===== src/rtl/vga_timing_pkg.sv =====
// Shared timing helpers and the {hs,vs,blank} control bundle used by the
// VGA timing core and its alignment delay line.
package vga_timing_pkg;

  typedef struct packed {
    logic hs;
    logic vs;
    logic blank;
  } ctrl_t;

  localparam int unsigned CTRL_W = 3;

  function automatic int unsigned calc_total(
    input int unsigned active,
    input int unsigned fp,
    input int unsigned sync,
    input int unsigned bp
  );
    return active + fp + sync + bp;
  endfunction

  function automatic int unsigned sync_start(
    input int unsigned active,
    input int unsigned fp
  );
    return active + fp;
  endfunction

  function automatic int unsigned sync_end(
    input int unsigned active,
    input int unsigned fp,
    input int unsigned sync
  );
    return active + fp + sync;
  endfunction

  // True when value is representable in an unsigned field of the given width.
  function automatic bit fits_width(
    input int unsigned value,
    input int unsigned width
  );
    longint unsigned limit;
    limit = 64'd1 << width;
    return (64'(value) < limit);
  endfunction

  function automatic ctrl_t idle_ctrl(
    input logic hs_pol,
    input logic vs_pol
  );
    ctrl_t c;
    c.hs    = ~hs_pol;
    c.vs    = ~vs_pol;
    c.blank = 1'b1;
    return c;
  endfunction

endpackage


===== src/rtl/vga_timing_pipeline_if.sv =====
// Bundle of renderer-side and connector-side signals of the VGA timing core.
interface vga_timing_pipeline_if #(
  parameter int unsigned COLOR_W = 3,
  parameter int unsigned COORD_W = 11
);

  logic               en;
  logic [COORD_W-1:0] x;
  logic [COORD_W-1:0] y;
  logic               pix_valid;
  logic               pix_ce;
  logic               frame_start;
  logic [COLOR_W-1:0] r_in;
  logic [COLOR_W-1:0] g_in;
  logic [COLOR_W-1:0] b_in;
  logic               hs;
  logic               vs;
  logic               blank;
  logic [COLOR_W-1:0] r;
  logic [COLOR_W-1:0] g;
  logic [COLOR_W-1:0] b;

  modport master (
    input  en,
    input  r_in,
    input  g_in,
    input  b_in,
    output x,
    output y,
    output pix_valid,
    output pix_ce,
    output frame_start,
    output hs,
    output vs,
    output blank,
    output r,
    output g,
    output b
  );

  modport slave (
    output en,
    output r_in,
    output g_in,
    output b_in,
    input  x,
    input  y,
    input  pix_valid,
    input  pix_ce,
    input  frame_start,
    input  hs,
    input  vs,
    input  blank,
    input  r,
    input  g,
    input  b
  );

endinterface


===== src/rtl/vga_ctrl_delay.sv =====
// Clock-enabled shift register that delays the {hs,vs,blank} bundle by DEPTH
// pixel ticks; DEPTH 0 is a straight pass-through.
module vga_ctrl_delay
  import vga_timing_pkg::*;
#(
  parameter int    DEPTH = 1,
  parameter ctrl_t IDLE  = ctrl_t'(3'b111)
) (
  input  logic  clk,
  input  logic  rst,
  input  logic  clr,
  input  logic  ce,
  input  ctrl_t din,
  output ctrl_t dout
);

  generate
    if (DEPTH == 0) begin : g_pass
      logic unused_s;
      assign unused_s = ^{clk, rst, clr, ce};
      assign dout     = din;
    end else begin : g_shift
      ctrl_t stage_r [DEPTH];

      // Shift on each pixel tick; a synchronous clear returns every stage to idle.
      always_ff @(posedge clk or posedge rst) begin
        if (rst) begin
          for (int i = 0; i < DEPTH; i++) begin
            stage_r[i] <= IDLE;
          end
        end else if (clr) begin
          for (int i = 0; i < DEPTH; i++) begin
            stage_r[i] <= IDLE;
          end
        end else if (ce) begin
          stage_r[0] <= din;
          for (int i = 1; i < DEPTH; i++) begin
            stage_r[i] <= stage_r[i-1];
          end
        end
      end

      assign dout = stage_r[DEPTH-1];
    end
  endgenerate

endmodule


===== src/rtl/vga_timing_pipeline.sv =====
// VGA timing core: pixel-tick divider, h/v counters, sync generation and a
// renderer-aligned control delay feeding registered connector outputs.
module vga_timing_pipeline
  import vga_timing_pkg::*;
#(
  parameter int unsigned CLK_DIV    = 2,
  parameter int unsigned H_ACTIVE   = 640,
  parameter int unsigned H_FP       = 16,
  parameter int unsigned H_SYNC     = 96,
  parameter int unsigned H_BP       = 48,
  parameter int unsigned V_ACTIVE   = 480,
  parameter int unsigned V_FP       = 10,
  parameter int unsigned V_SYNC     = 2,
  parameter int unsigned V_BP       = 33,
  parameter logic        HS_POL     = 1'b0,
  parameter logic        VS_POL     = 1'b0,
  parameter int unsigned COLOR_W    = 3,
  parameter int unsigned COORD_W    = 11,
  parameter int unsigned RENDER_LAT = 1
) (
  input logic                   clk,
  input logic                   rst,
  vga_timing_pipeline_if.master bus
);

  localparam int unsigned H_TOTAL = calc_total(H_ACTIVE, H_FP, H_SYNC, H_BP);
  localparam int unsigned V_TOTAL = calc_total(V_ACTIVE, V_FP, V_SYNC, V_BP);
  localparam int unsigned DIV_W   = (CLK_DIV > 1) ? $clog2(CLK_DIV) : 1;

  localparam logic [DIV_W-1:0]   DIV_LAST = DIV_W'(CLK_DIV - 1);
  localparam logic [COORD_W-1:0] H_LAST   = COORD_W'(H_TOTAL - 1);
  localparam logic [COORD_W-1:0] V_LAST   = COORD_W'(V_TOTAL - 1);
  localparam logic [COORD_W-1:0] H_ACT    = COORD_W'(H_ACTIVE);
  localparam logic [COORD_W-1:0] V_ACT    = COORD_W'(V_ACTIVE);
  localparam logic [COORD_W-1:0] HS_START = COORD_W'(sync_start(H_ACTIVE, H_FP));
  localparam logic [COORD_W-1:0] HS_END   = COORD_W'(sync_end(H_ACTIVE, H_FP, H_SYNC));
  localparam logic [COORD_W-1:0] VS_START = COORD_W'(sync_start(V_ACTIVE, V_FP));
  localparam logic [COORD_W-1:0] VS_END   = COORD_W'(sync_end(V_ACTIVE, V_FP, V_SYNC));
  localparam ctrl_t              IDLE_CTRL = idle_ctrl(HS_POL, VS_POL);

  generate
    if (!fits_width(H_TOTAL - 1, COORD_W) || !fits_width(V_TOTAL - 1, COORD_W)) begin : g_bad_coord
      $error("vga_timing_pipeline: H_TOTAL-1 or V_TOTAL-1 does not fit COORD_W");
    end
    if (CLK_DIV < 1 || RENDER_LAT > 7) begin : g_bad_param
      $error("vga_timing_pipeline: CLK_DIV must be >= 1 and RENDER_LAT in 0..7");
    end
  endgenerate

  logic               run_r;
  logic [DIV_W-1:0]   div_r;
  logic [COORD_W-1:0] h_cnt_r;
  logic [COORD_W-1:0] v_cnt_r;
  logic               pix_ce_s;
  logic               pix_valid_s;
  logic               hs_act_s;
  logic               vs_act_s;
  ctrl_t              ctrl_raw_s;
  ctrl_t              ctrl_dly_s;
  logic               hs_r;
  logic               vs_r;
  logic               blank_r;
  logic [COLOR_W-1:0] r_r;
  logic [COLOR_W-1:0] g_r;
  logic [COLOR_W-1:0] b_r;

  // run_r lags en by one clk so the divider restarts cleanly after enable.
  always_ff @(posedge clk or posedge rst) begin
    if (rst) begin
      run_r <= 1'b0;
      div_r <= {DIV_W{1'b0}};
    end else if (!bus.en) begin
      run_r <= 1'b0;
      div_r <= {DIV_W{1'b0}};
    end else begin
      run_r <= 1'b1;
      if (run_r) begin
        div_r <= (div_r == DIV_LAST) ? {DIV_W{1'b0}} : div_r + DIV_W'(1);
      end
    end
  end

  assign pix_ce_s = run_r & (div_r == DIV_LAST);

  // Horizontal/vertical position counters, advanced once per pixel tick.
  always_ff @(posedge clk or posedge rst) begin
    if (rst) begin
      h_cnt_r <= {COORD_W{1'b0}};
      v_cnt_r <= {COORD_W{1'b0}};
    end else if (!bus.en) begin
      h_cnt_r <= {COORD_W{1'b0}};
      v_cnt_r <= {COORD_W{1'b0}};
    end else if (pix_ce_s) begin
      if (h_cnt_r == H_LAST) begin
        h_cnt_r <= {COORD_W{1'b0}};
        v_cnt_r <= (v_cnt_r == V_LAST) ? {COORD_W{1'b0}} : v_cnt_r + COORD_W'(1);
      end else begin
        h_cnt_r <= h_cnt_r + COORD_W'(1);
      end
    end
  end

  // Undelayed control bundle for the coordinate currently being issued.
  always_comb begin
    pix_valid_s      = (h_cnt_r < H_ACT) && (v_cnt_r < V_ACT);
    hs_act_s         = (h_cnt_r >= HS_START) && (h_cnt_r < HS_END);
    vs_act_s         = (v_cnt_r >= VS_START) && (v_cnt_r < VS_END);
    ctrl_raw_s.hs    = hs_act_s ? HS_POL : ~HS_POL;
    ctrl_raw_s.vs    = vs_act_s ? VS_POL : ~VS_POL;
    ctrl_raw_s.blank = ~pix_valid_s;
  end

  vga_ctrl_delay #(
    .DEPTH (int'(RENDER_LAT)),
    .IDLE  (IDLE_CTRL)
  ) u_ctrl_delay (
    .clk  (clk),
    .rst  (rst),
    .clr  (~bus.en),
    .ce   (pix_ce_s),
    .din  (ctrl_raw_s),
    .dout (ctrl_dly_s)
  );

  // Pin register: control and colour land together, colour forced dark while blank.
  always_ff @(posedge clk or posedge rst) begin
    if (rst) begin
      hs_r    <= ~HS_POL;
      vs_r    <= ~VS_POL;
      blank_r <= 1'b1;
      r_r     <= {COLOR_W{1'b0}};
      g_r     <= {COLOR_W{1'b0}};
      b_r     <= {COLOR_W{1'b0}};
    end else if (!run_r) begin
      hs_r    <= ~HS_POL;
      vs_r    <= ~VS_POL;
      blank_r <= 1'b1;
      r_r     <= {COLOR_W{1'b0}};
      g_r     <= {COLOR_W{1'b0}};
      b_r     <= {COLOR_W{1'b0}};
    end else if (pix_ce_s) begin
      hs_r    <= ctrl_dly_s.hs;
      vs_r    <= ctrl_dly_s.vs;
      blank_r <= ctrl_dly_s.blank;
      r_r     <= ctrl_dly_s.blank ? {COLOR_W{1'b0}} : bus.r_in;
      g_r     <= ctrl_dly_s.blank ? {COLOR_W{1'b0}} : bus.g_in;
      b_r     <= ctrl_dly_s.blank ? {COLOR_W{1'b0}} : bus.b_in;
    end
  end

  assign bus.x           = h_cnt_r;
  assign bus.y           = v_cnt_r;
  assign bus.pix_valid   = pix_valid_s;
  assign bus.pix_ce      = pix_ce_s;
  assign bus.frame_start = pix_ce_s & (h_cnt_r == {COORD_W{1'b0}}) & (v_cnt_r == {COORD_W{1'b0}});
  assign bus.hs          = hs_r;
  assign bus.vs          = vs_r;
  assign bus.blank       = blank_r;
  assign bus.r           = r_r;
  assign bus.g           = g_r;
  assign bus.b           = b_r;

endmodule


===== src/flat_wrapper.sv =====
// flat-port wrapper written by rule: the top's interface ports become plain ports
module vga_timing_pipeline_flat import vga_timing_pkg::*;
#(
  parameter int unsigned CLK_DIV    = 2,
  parameter int unsigned H_ACTIVE   = 640,
  parameter int unsigned H_FP       = 16,
  parameter int unsigned H_SYNC     = 96,
  parameter int unsigned H_BP       = 48,
  parameter int unsigned V_ACTIVE   = 480,
  parameter int unsigned V_FP       = 10,
  parameter int unsigned V_SYNC     = 2,
  parameter int unsigned V_BP       = 33,
  parameter logic        HS_POL     = 1'b0,
  parameter logic        VS_POL     = 1'b0,
  parameter int unsigned COLOR_W    = 3,
  parameter int unsigned COORD_W    = 11,
  parameter int unsigned RENDER_LAT = 1
)
  (clk, rst, bus_en, bus_r_in, bus_g_in, bus_b_in, bus_x, bus_y, bus_pix_valid, bus_pix_ce, bus_frame_start, bus_hs, bus_vs, bus_blank, bus_r, bus_g, bus_b);
  vga_timing_pipeline_if #(.COLOR_W(COLOR_W), .COORD_W(COORD_W)) bus_i ();
  input logic clk;
  input logic rst;
  input wire logic [$bits(bus_i.en)-1:0] bus_en;
  input wire logic [$bits(bus_i.r_in)-1:0] bus_r_in;
  input wire logic [$bits(bus_i.g_in)-1:0] bus_g_in;
  input wire logic [$bits(bus_i.b_in)-1:0] bus_b_in;
  output wire logic [$bits(bus_i.x)-1:0] bus_x;
  output wire logic [$bits(bus_i.y)-1:0] bus_y;
  output wire logic [$bits(bus_i.pix_valid)-1:0] bus_pix_valid;
  output wire logic [$bits(bus_i.pix_ce)-1:0] bus_pix_ce;
  output wire logic [$bits(bus_i.frame_start)-1:0] bus_frame_start;
  output wire logic [$bits(bus_i.hs)-1:0] bus_hs;
  output wire logic [$bits(bus_i.vs)-1:0] bus_vs;
  output wire logic [$bits(bus_i.blank)-1:0] bus_blank;
  output wire logic [$bits(bus_i.r)-1:0] bus_r;
  output wire logic [$bits(bus_i.g)-1:0] bus_g;
  output wire logic [$bits(bus_i.b)-1:0] bus_b;
  assign bus_i.en = bus_en;
  assign bus_i.r_in = bus_r_in;
  assign bus_i.g_in = bus_g_in;
  assign bus_i.b_in = bus_b_in;
  assign bus_x = bus_i.x;
  assign bus_y = bus_i.y;
  assign bus_pix_valid = bus_i.pix_valid;
  assign bus_pix_ce = bus_i.pix_ce;
  assign bus_frame_start = bus_i.frame_start;
  assign bus_hs = bus_i.hs;
  assign bus_vs = bus_i.vs;
  assign bus_blank = bus_i.blank;
  assign bus_r = bus_i.r;
  assign bus_g = bus_i.g;
  assign bus_b = bus_i.b;
  vga_timing_pipeline #(.CLK_DIV(CLK_DIV), .H_ACTIVE(H_ACTIVE), .H_FP(H_FP), .H_SYNC(H_SYNC), .H_BP(H_BP), .V_ACTIVE(V_ACTIVE), .V_FP(V_FP), .V_SYNC(V_SYNC), .V_BP(V_BP), .HS_POL(HS_POL), .VS_POL(VS_POL), .COLOR_W(COLOR_W), .COORD_W(COORD_W), .RENDER_LAT(RENDER_LAT)) u_core (.clk(clk), .rst(rst), .bus(bus_i));
endmodule

===== config.mk =====
export PLATFORM = sky130hd
export DESIGN_NAME = vga_timing_pipeline_flat
export DESIGN_NICKNAME = d
export VERILOG_FILES = /design/src/rtl/vga_timing_pkg.sv /design/src/rtl/vga_timing_pipeline_if.sv /design/src/rtl/vga_ctrl_delay.sv /design/src/rtl/vga_timing_pipeline.sv /design/src/flat_wrapper.sv
export SDC_FILE = /design/constraint.sdc
export NUM_CORES = 1
export LEC_CHECK = 0
export CAP_MARGIN = 10
export CORE_MARGIN = 3
export CORE_UTILIZATION = 53
export CTS_CLUSTER_SIZE = 28
export DETAILED_ROUTE_END_ITERATION = 8
export GPL_ROUTABILITY_DRIVEN = 0
export PLACE_DENSITY = 0.8
export SLEW_MARGIN = 0
export SYNTH_ARGS = -nofsm -noshare
export SYNTH_HDL_FRONTEND = slang
export SYNTH_SLANG_ARGS = --single-unit

===== constraint.sdc =====
create_clock -name clk -period 3.85 [get_ports clk]
set_input_delay 0.77 -clock clk [delete_from_list [all_inputs] [get_ports clk]]
set_output_delay 0.77 -clock clk [all_outputs]
set_load 0.1 [all_outputs]

Word-level counts from Yosys, hierarchy flattened
Index checks and enable logic that the tools add are counted.
Storage, ports and cells
  output and inout bits: 37
  input bits: 12
  register bits after elaboration: 39
  RAM bits: 0
  latch bits: 0
  memory bits (read-only): 0
  memories kept: 0
  logic and storage cells: 68
Cells by class
  equal/unequal tests: 6
  reduce and logical (&&, ||, !) cells: 6
  shifts and indexed selects: 0
  muxes and demuxes: 30
  order comparisons: 6
  $add $sub $neg: 3
  $mul: 0
  div/mod/pow operators: 0
  bitwise operators: 4
Operators with widths (count)
  11-bit 2-to-1 mux: 7
  3-bit 2-to-1 mux: 11
  11-bit by 1-bit adder with 11-bit output (second input constant): 2
  11-bit by 10-bit equality test with 1-bit output (second input constant): 2
  11-bit zero test: 2
  11-bit by 10-bit < comparator with 1-bit output (second input constant): 2
  11-bit by 9-bit < comparator with 1-bit output (second input constant): 2
  1-bit 2-to-1 mux: 12
  11-bit by 10-bit >= comparator with 1-bit output (second input constant): 1
  11-bit by 9-bit >= comparator with 1-bit output (second input constant): 1
  2-bit by 1-bit != test with 1-bit output (second input constant): 3
  1-bit bitwise AND: 3
  1-bit logical AND: 3
  2-bit != test (second input constant): 1
  2-bit AND reduction: 1
  1-bit adder (second input constant): 1
  1-bit inverter: 1

Longest topological paths before layout
  word-level depth: 5
  gate-level depth with buffers: 6
  mapped depth without buffers: 6

By module
Synthesis repeated with hierarchy kept, for this count alone.
Unflattened totals
  cells, all modules: 220
  area, all modules: 2135.8 sq um
By module, submodules not included
  vga_timing_pipeline: cells an instance 210, area each 2008.2 sq um, instances 1, sequential area each 904.6 sq um
  vga_ctrl_delay: cells an instance 10, area each 127.6 sq um, instances 1, sequential area each 78.8 sq um

Worst setup path after synthesis
No wires, ideal clock.
  path kind: register -> output
  start point: register u_core.v_cnt_r[1] (netlist: u_core.bus.y[1])
  end point: output port bus_frame_start
  stages on the path, launching flop included: 6
  path slack: -1.791 ns
  arrival: 4.871 ns
  path through: dfrtp_1 inv_1 ha_1 or4b_2 or3_1 nor4_1
On the way
  cells in the longest elaborated chain, start to end: 2
Ends and longest elaborated chain
  start, declared: line vga_timing_pipeline.sv:53  | logic [COORD_W-1:0] v_cnt_r;
  start signal, assigned: line vga_timing_pipeline.sv:89  | v_cnt_r <= {COORD_W{1'b0}};
  start signal, assigned: line vga_timing_pipeline.sv:92  | v_cnt_r <= {COORD_W{1'b0}};
  start signal, assigned: line vga_timing_pipeline.sv:96  | v_cnt_r <= (v_cnt_r == V_LAST) ? {COORD_W{1'b0}} : v_cnt_r + COORD_W'(1);
  11-bit zero test: line vga_timing_pipeline.sv:155  | assign bus.frame_start = pix_ce_s & (h_cnt_r == {COORD_W{1'b0}}) & (v_cnt_r == {COORD_W{1'b0}});
  1-bit bitwise AND: line vga_timing_pipeline.sv:155
  end, declared: line flat_wrapper.sv:31  | output wire logic [$bits(bus_i.frame_start)-1:0] bus_frame_start;
No other way between the ends.

Final worst setup path
  start point: register u_core.v_cnt_r[0] (netlist: u_core.bus.y[0])
  end point: output port bus_frame_start
Same word-level chain as after synthesis.

==> run_results.csv <==
group,metric,value,unit
critical_path,rr_endpoint,"u_core.bus.y[3]",
clock_network,clock_latency,0.29,ns
global_routing,grt.overflow.total,0,
floorplan,die-area,0.004727,mm2
global_routing,track_usage,22.77,%
critical_path,crit_path_end_kind,"output port",
critical_path,cp-start-kind,"flop",
critical_path,cpPeakStageDelay,0.62,ns
sta,period_needed,3.165,ns
sta,clock.fmax,0.3160,GHz
floorplan,start_util,56.16,%
worst_hold_path,hp-start,"u_core.u_ctrl_delay.dout[1]",
clock_network,cts.htree.levels,2,
critical_path,cp-endpoint,"bus_frame_start",
clock_network,cts_root_buffer,"clkbuf_8",
critical_path,r2r_cells,6,
floorplan,die_width,68.75,um
logic_synthesis,netlist_instances,210,
critical_path,ff2ff_setup_slack,1.45,ns
logic_synthesis,synth-seq-area-share,47.12,%
drt,drtAntennaViolNets,0,
power,power_density,299.0,mW/mm2
placement,port_buffers,48,
placement,dp_hpwl,3491,um
global_routing,grt_pass1_wl,7914,um
clock_network,cts.path.max_buffers,2,
sta,worst_pin_slew,0.9895,ns
flow_run,max_cap_violations,0,
logic_synthesis,yosysWarnings,0,
global_routing,antenna_found_initial,0,
floorplan,core_area,0.003716,mm2
drt,drt_wl_total,4995,um
sta,rsz0062_at_grt,"false",
floorplan,die_y,68.75,um
critical_path,required,3.08,ns
global_routing,grt_pass1_vias,1645,
logic_synthesis,syn_avg_cell_area,9.938,um2
drt,drt_iter0_drc,111,
sta,hold_slack,0.4997,ns
drt,wl_per_cell,16.27,um
clock_network,cts_resized,0,
global_routing,grt_max_degree,40,
critical_path,path_cells,"inv_1 -> ha_1 -> or4b_2 -> or3_1 -> nor4_4 -> buf_4",
sta,hold_viol_final,0,
final_layout,num_antenna_cells,0,
logic_synthesis,synth_edf_count,0,
critical_path,cp_slowest_cell,"or4b_2",
critical_path,cp_num_buf_inv,2,
power,leakagePower,1.097,nW
worst_hold_path,hp-class,"reg2reg",
logic_synthesis,ys_types,48,
final_layout,areaGrowthSynthToFinish,29.86,%
logic_synthesis,synth_ff_type,"dfrtp_1",
logic_synthesis,ys_ff_latch,39,
drt,drcViolationCount,0,
sta,slew_viol_final,0,
critical_path,arrival,2.39,ns
drt,dr.pass1.iters,4,
logic_synthesis,ys_async_sr_fraction,100.0,%
drt,vias,1835,
outcome,outcome,"finished clean",
drt,vias_per_cell,5.977,
critical_path,crit_family,"simple AND/OR/NAND/NOR gates",
sta,finalSetupTns,0,ns
final_layout,fin_cells,307,
sta,fin_worst_skew,0.004973,ns
floorplan,rows,22,
clock_network,path_clk_slew,0.07,ns
clock_network,cts_tree,"done",
floorplan,pin_count,49,
clock_network,numCtsBuffers,5,
placement,placed_cells,299,
power,vdd_ir_drop_max,0.2549,mV
sta,setup_viol,0,
critical_path,rr_startpoint,"u_core.bus.y[0]",
final_layout,nNetsFinal,275,
final_layout,fillCellCount,282,
logic_synthesis,syn_nets,226,
clock_network,cts_setup_buffers,0,
clock_network,cts_num_sinks,39,
final_layout,drive_above_1_share,11.97,%
critical_path,crit_fanout,7,
sta,slew_headroom,33.83,%
critical_path,critPathLaunch,"u_core.bus.y[0]",
critical_path,crit_type,"reg2out",
power,fin_total_pwr,0.0008104,W
critical_path,cp.depth,6,
sta,post-route-period-util,82.20,%
logic_synthesis,synth_area,0.002087,mm2
clock_network,cts_hold_buf,0,
==> worst register-to-register path, delay by kind of cell, from the launching register on <==
kind	cells	cell delay, ns
AO/OA/AOI/OAI	3	1.02
adder cells (fa/ha/maj)	1	0.13
buffers and inverters	1	0.08
flip-flops	1	0.43
AND/OR/NAND/NOR	1	0.62
==> registers in the layout, summed over array words and instances, names as in the netlist <==
register                  count
u_core.u_ctrl_delay.dout      3
u_core.run_r                  1
u_core.div_r                  1
u_core.bus.b                  3
u_core.bus.blank              1
u_core.bus.x                 11
u_core.bus.g                  3
u_core.bus.vs                 1
u_core.bus.y                 11
u_core.bus.hs                 1
u_core.bus.r                  3
==> where the power goes <==
part	switching, W	total [W]	internal, W	leakage [nW]
Combinational	0.0000720	0.000109	0.0000374	0.530
Sequential	0.00000855	0.000427	0.000419	0.520
Clock	0.000133	0.000274	0.000140	0.0470
==> through the flow <==
| step | area, um2 | setup WS, ns | utilization [%] |
|---|---|---|---|
| floorplan | 2102 | 0.04548 | - |
| global placement | 2618 | 1.020 | 70.44 |
| detailed placement | 2618 | 0.9994 | 70.44 |
| CTS | 2705 | 0.6787 | 72.79 |
| global route | 2710 | 0.5708 | 72.93 |
| finish | 2710 | 0.6853 | 72.93 |
==> per-layer routing <==
layer  wire (um)  GRT usage [%]  up-vias
li1            -              -      878
met1        2261          30.31      873
met2        2238          35.16       73
met3         405          7.293       11
met4          89          7.543        0
met5           0              0        -
==> cell usage after synthesis, types with 2 or more instances <==
library cell | number | area [um2]
a21boi_0 | 8 | 60.06
dfrtp_1 | 33 | 825.8
nor2_1 | 8 | 30.03
nor3_1 | 2 | 10.01
o211ai_1 | 3 | 22.52
a31oi_1 | 3 | 18.77
and3_1 | 5 | 31.28
o2bb2ai_1 | 3 | 26.28
xor2_1 | 7 | 61.31
nor4_1 | 3 | 18.77
dfstp_2 | 6 | 157.7
and4_1 | 2 | 17.52
nand3_1 | 14 | 70.07
nand2b_1 | 9 | 56.30
nand3b_1 | 6 | 45.04
o311ai_0 | 2 | 17.52
o31ai_1 | 2 | 15.01
o21ai_0 | 11 | 55.05
inv_1 | 7 | 26.28
ha_1 | 4 | 50.05
or4_1 | 3 | 22.52
o41ai_1 | 3 | 26.28
nor2b_1 | 7 | 43.79
buf_2 | 2 | 10.01
mux2i_1 | 2 | 20.02
nand4b_1 | 2 | 17.52
clkbuf_1 | 7 | 26.28
and2_1 | 2 | 12.51
or4b_2 | 2 | 20.02
nand4_1 | 8 | 50.05
nand2_1 | 13 | 48.80
a21oi_1 | 5 | 25.02
==> cells in the final DEF (no fill, tap or decap), types with 4 or more instances in the layout <==
master / n
nand3_1: 14
xor2_1: 7
ha_1: 4
a21oi_1: 5
nor2b_1: 7
inv_1: 7
clkdlybuf4s50_1: 45
nor2_1: 8
nand3b_1: 6
dfrtp_1: 33
buf_4: 6
nand2b_1: 9
a21boi_0: 8
nand2_1: 13
o21ai_0: 11
nand4_1: 8
dfstp_2: 6
clkbuf_8: 6
and3_1: 5
==> worst min path at each step <==
stage | to | cells past startpoint
6_report | u_core.u_ctrl_delay.dout[1] | 2
2_1_floorplan | u_core.u_ctrl_delay.dout[1] | 2
3_5_place_dp | u_core.u_ctrl_delay.dout[1] | 2
3_3_place_gp | u_core.u_ctrl_delay.dout[1] | 2
5_1_grt | u_core.u_ctrl_delay.dout[1] | 2
4_1_cts | u_core.u_ctrl_delay.dout[1] | 2
==> cell type report <==
class / count / area (um2) / area share [%]
Multi-Input combinational cell: 154 / 1052 / 38.83
Sequential cell: 39 / 983.4 / 36.29
Timing Repair Buffer: 52 / 500.5 / 18.47
Clock buffer: 6 / 82.58 / 3.047
Tap cell: 48 / 60.06 / 2.216
Inverter: 7 / 26.28 / 0.9695
Clock inverter: 1 / 5.005 / 0.1847
==> kinds of logic (layout without fill, tap and decap cells) <==
group / after synthesis / after routing / share of synthesized area, %
buf+inv: 17 / 66 / 3.178
simple gates: 94 / 94 / 26.92
flops: 39 / 39 / 47.12
mux: 3 / 3 / 1.499
compound gates: 45 / 45 / 15.53
xor+xnor: 8 / 8 / 3.357
fa+ha+maj: 4 / 4 / 2.398
Note: power is estimated with default switching activity, not from simulation.
==> edit 1, RTL diff (config.mk and constraints unchanged) <==
`VS_POL` is set to 1'b0 in 2 places; all go to 1'b1.
--- a/src/rtl/vga_timing_pipeline.sv
+++ b/src/rtl/vga_timing_pipeline.sv
@@ -15,3 +15,3 @@
   parameter logic        HS_POL     = 1'b0,
-  parameter logic        VS_POL     = 1'b0,
+  parameter logic        VS_POL     = 1'b1,
   parameter int unsigned COLOR_W    = 3,
--- a/src/flat_wrapper.sv
+++ b/src/flat_wrapper.sv
@@ -13,3 +13,3 @@
   parameter logic        HS_POL     = 1'b0,
-  parameter logic        VS_POL     = 1'b0,
+  parameter logic        VS_POL     = 1'b1,
   parameter int unsigned COLOR_W    = 3,
Check against the original RTL: not equivalent (a bounded check fails within 4 cycles, from zero or initial values and one cycle with rst high).
==> edit 1 against the original RTL <==
  * Routed wire length fell by 6.0%
  * Clock skew about the same
  * Largest cell class unchanged
  * Area after synthesis fell by 1.1%
  * Global-route usage fell by 0.41 points
  * Register-to-register slack lost 300 ps
  * Worst setup slack barely moved
  * Die area decreased by 0.99%
  * Final area decreased by 1.1%
  * Critical endpoint unchanged
  * First-iteration DRC count grew 64%
  * Power increased by 8.9%
  * Sequential cell count stayed put
==> edit 1: results (changes against the original RTL) <==
[yosys]
synthDistinctLibCells = 46  ; -4.2%
synth.avg_cell_area_um2 = 9.784  ; -1.5%
syn-num-nets = 227  ; +0.44%
synth.top_cells.by_count = dfrtp_1 (35), nand2_1 (17), nor2_1 (14), o21ai_0 (10)
ys_seq_area_frac = 0.4752  ; +0.003928
synthTopCellsByArea = dfrtp_1 (42%), dfstp_2 (5.1%), nand2_1 (3.1%)

[drt]
wl_met1_um = 2243  ; -0.80%
vias_per_cell = 5.710  ; -4.5%
drt-total-wl_um = 4695  ; -6.0%
wl_met2_um = 2124  ; -5.1%
wl_met3_um = 265  ; -35%

[power]
total_leakage_power_uw = 0.001094  ; -0.26%
vdd_drop_max_mv = 0.2594  ; +1.8%
cell_internal_pwr_uw = 600.6  ; +0.66%
p_seq_uw = 438  ; +3%

[sta]
final.min_clock_period_ps = 3165  ; +0.2800 ps
relSlewSlack = 0.2485  ; -0.08980
finalClockSkew_ps = 5.353  ; +0.3795 ps

[outcome]
status = finished clean

[grt]
grt_usage = 0.2236  ; -0.004115
grt_pass1_wl_um = 7755  ; -2.0%
met2_usage = 0.3302  ; -0.02145
grt_use_met1 = 0.3119  ; +0.008782

[cells_and_area]
layout.nets = 277  ; +0.73%

[critical_path]
startpoint = u_core.bus.y[1]$_DFFE_PP0P_
worstReg2RegStart = u_core.run_r$_DFF_PP0_
crit_fanout = 6  ; -1
crit_path_top_delay_cell = or4b_4

[placement]
dp_cells = 302  ; +1.0%

[edit 1: cell families after synthesis]
group | Yosys count | share of synthesized area
AOI/OAI and AO/OA | 49 | 0.1745
xor gates and xnor gates | 7 | 0.02970
adders and majority gates | 4 | 0.02424
buffers and inverters | 16 | 0.03030
DFF | 39 | 0.4752
muxes | 3 | 0.01455
and+or+nand+nor | 93 | 0.2515
[edit 1: final cells by class]
| cell class | instances | area [um2] | share of cell area |
|---|---|---|---|
| timing repair buffer | 50 | 488.0 | 0.1820 |
| tap | 48 | 60.06 | 0.02240 |
| clock inverter | 2 | 12.51 | 0.004666 |
| clock buffer | 6 | 72.57 | 0.02706 |
| inverter | 9 | 33.78 | 0.01260 |
| multi-input combinational | 156 | 1033 | 0.3854 |
| sequential | 39 | 980.9 | 0.3658 |
[edit 1: worst min-delay path by stage]
| stage | from | to | slack (ps) | cells after the start |
|---|---|---|---|---|
| 5_1_grt | u_core.u_ctrl_delay.dout[1]$_DFFE_PP0P_ | u_core.u_ctrl_delay.dout[1]$_DFFE_PP0P_ | 570 | 2 |
| 6_report | u_core.bus.blank$_DFFE_PP1P_ | u_core.bus.blank$_DFFE_PP1P_ | 520 | 2 |
| 2_1_floorplan | u_core.u_ctrl_delay.dout[1]$_DFFE_PP0P_ | u_core.u_ctrl_delay.dout[1]$_DFFE_PP0P_ | 480 | 2 |
| 3_5_place_dp | u_core.u_ctrl_delay.dout[1]$_DFFE_PP0P_ | u_core.u_ctrl_delay.dout[1]$_DFFE_PP0P_ | 520 | 2 |
| 4_1_cts | u_core.bus.blank$_DFFE_PP1P_ | u_core.bus.blank$_DFFE_PP1P_ | 530 | 2 |
| 3_3_place_gp | u_core.u_ctrl_delay.dout[1]$_DFFE_PP0P_ | u_core.u_ctrl_delay.dout[1]$_DFFE_PP0P_ | 500 | 2 |
==> edit 2, RTL diff (same settings) <==
Made on the original files. Make the reset (`rst`) synchronous in 4 clocked blocks.
--- a/src/rtl/vga_ctrl_delay.sv
+++ b/src/rtl/vga_ctrl_delay.sv
@@ -25,3 +25,3 @@
       // Shift on each pixel tick; a synchronous clear returns every stage to idle.
-      always_ff @(posedge clk or posedge rst) begin
+      always_ff @(posedge clk) begin
         if (rst) begin
--- a/src/rtl/vga_timing_pipeline.sv
+++ b/src/rtl/vga_timing_pipeline.sv
@@ -67,3 +67,3 @@
   // run_r lags en by one clk so the divider restarts cleanly after enable.
-  always_ff @(posedge clk or posedge rst) begin
+  always_ff @(posedge clk) begin
     if (rst) begin
@@ -85,3 +85,3 @@
   // Horizontal/vertical position counters, advanced once per pixel tick.
-  always_ff @(posedge clk or posedge rst) begin
+  always_ff @(posedge clk) begin
     if (rst) begin
@@ -125,3 +125,3 @@
   // Pin register: control and colour land together, colour forced dark while blank.
-  always_ff @(posedge clk or posedge rst) begin
+  always_ff @(posedge clk) begin
     if (rst) begin
Formal check against the unedited RTL: differs if rst is asserted again (counterexample within 4 cycles, from zero or initial values and one cycle with rst high); with rst held inactive, the same outputs for 10 cycles.
==> edit 2 against the original RTL <==
  * Via count shrank 5.2%
  * Sequential cell count is the same
  * Final area shrank 12%
  * Critical path depth shrank 3
  * First-iteration DRC count grew 23%
  * Routed wire length shrank 13%
  * Area after synthesis shrank 13%
  * Worst setup slack gained 250 ps
  * Final cell count is the same
Power is not compared: it rests on default switching activity, and its combinational part moved more than twofold at a synthesized area within 25%.
==> edit 2: results (changes against the original RTL) <==
[clock_network]
cts.repair.resized = 0  ; unchanged
insertion_delay_ps = 340  ; +50 ps
cts_buffer_depth = 2  ; unchanged
cts_setup_buffers = 0  ; unchanged
cts_inserted_buffers = 5  ; unchanged
root_buffer = clkbuf_4
cts.clk_slew.worst_paths_ps = 120  ; +50 ps

[yosys]
async_flop_share = 0  ; -1.000
synth_warnings = 0  ; unchanged
ys_dominant_reg_cell = dfxtp_1
ys_seq_area_frac = 0.4466  ; -0.02463
synthTopCellsByArea = dfxtp_1 (40%), nor2_1 (5.4%), xnor2_1 (5.3%)
syn-num-nets = 232  ; +2.7%
synth_edf_count = 3  ; +3
synthDistinctLibCells = 32  ; -33%
synth.top_cells.by_count = dfxtp_1 (36), nor2_1 (26), a21oi_1 (19), nand2_1 (17)

[drt]
drt-total-wl_um = 4322  ; -13%
highest_layer = met4
wl_met1_um = 2022  ; -11%
vias_per_cell = 5.668  ; -5.2%
drtIter0Drc = 136  ; +23%
wl_met3_um = 250  ; -38%
wl_met2_um = 1947  ; -13%

[critical_path]
rrSetupSlack_ps = 1310  ; -140 ps
crit_path_top_delay_cell = dfxtp_1
crit_fanout = 18  ; +11
max_stage_delay_ps = 740  ; +120 ps
path_delay_family = flip-flops
worstReg2RegStart = u_core.div_r$_SDFFE_PP0P_
r2r_cells = 4  ; -2
regToRegEndpoint = u_core.bus.y[2]$_SDFFE_PP0P_
arrival_ps = 2140  ; -250 ps

[power]
total_leakage_power_uw = 0.0007625
vdd_drop_max_mv = 0.1911
power_uw = 656.8

[grt]
grt_usage = 0.2226  ; -0.005137
grt_use_met1 = 0.2882  ; -0.01493
met2_usage = 0.3415  ; -0.01011
met3_usage = 0.06586  ; -0.007076
grt_pass1_wl_um = 7224  ; -8.7%
antenna_found_initial = 0  ; unchanged
grt_pass1_vias = 1578  ; -4.1%
grt_max_degree = 19  ; -53%

[cells_and_area]
antenna_cells = 0  ; unchanged
final_layout_size_suffix_gt1_frac = 0.06084  ; -0.05885
layout.nets = 278  ; +1.1%
fillers = 256  ; -9.2%

[placement]
portBuffers = 48  ; unchanged
dp_hpwl_um = 3237  ; -7.3%

[min_path]
min-delay-path-class = flip-flop to flip-flop
holdPathStages = 2  ; unchanged
hold_end = u_core.bus.hs$_SDFFE_PP1P_
hp-start = u_core.u_ctrl_delay.g_shift.stage_r[0][2]$_SDFFCE_PN1P_

[sta]
finalClockSkew_ps = 15.26  ; +10.28 ps
setup_viol = 0  ; unchanged
relSlewSlack = 0.3422  ; +0.003909

[outcome]
status = finished clean

## edit 2: how the worst max path moves through the flow
stage,from,slack [ps],cells after the start,endpoint
floorplan,u_core.bus.y[5]$_SDFFE_PP0P_,20,3,bus_frame_start
global placement,u_core.div_r$_SDFFE_PP0P_,1370,3,bus_frame_start
detailed placement,u_core.div_r$_SDFFE_PP0P_,1320,3,bus_frame_start
CTS,u_core.div_r$_SDFFE_PP0P_,930,3,bus_frame_start
global route,u_core.div_r$_SDFFE_PP0P_,690,3,bus_frame_start
finish,u_core.div_r$_SDFFE_PP0P_,940,3,bus_frame_start
## edit 2: metrics by stage
stage | worst slack, ps | instance area (um2) | hold WS (ps) | cells
after floorplan | 23.01 | 1828 | 436.6 | 216
after global placement | 1365 | 2320 | 443.7 | 299
after detailed placement | 1315 | 2320 | 458.7 | 299
after CTS | 925.6 | 2380 | 485.6 | 307
after global routing | 693.6 | 2380 | 508.0 | 307
final | 936.4 | 2380 | 489.0 | 307
## edit 2: cells by family (layout without fill, tap and decap cells)
| logic type | count (synthesis) | after routing | synth area share |
|---|---|---|---|
| AOI/OAI and AO/OA | 29 | 29 | 0.08269 |
| xor gates and xnor gates | 13 | 13 | 0.06272 |
| adders and majority gates | 4 | 4 | 0.02757 |
| buffers and inverters | 20 | 67 | 0.04273 |
| DFF | 39 | 39 | 0.4466 |
| muxes | 2 | 2 | 0.01103 |
| and+or+nand+nor | 109 | 109 | 0.3267 |
## edit 2: layout make-up
class                      instances  area, um2  area share
clock buffer                       7      55.05     0.02313
clock inverter                     1      5.005    0.002103
tap                               44      55.05     0.02313
inverter                          11      41.29     0.01735
timing repair buffer              48      473.0      0.1987
multi-input combinational        157      939.7      0.3948
sequential                        39      810.8      0.3407
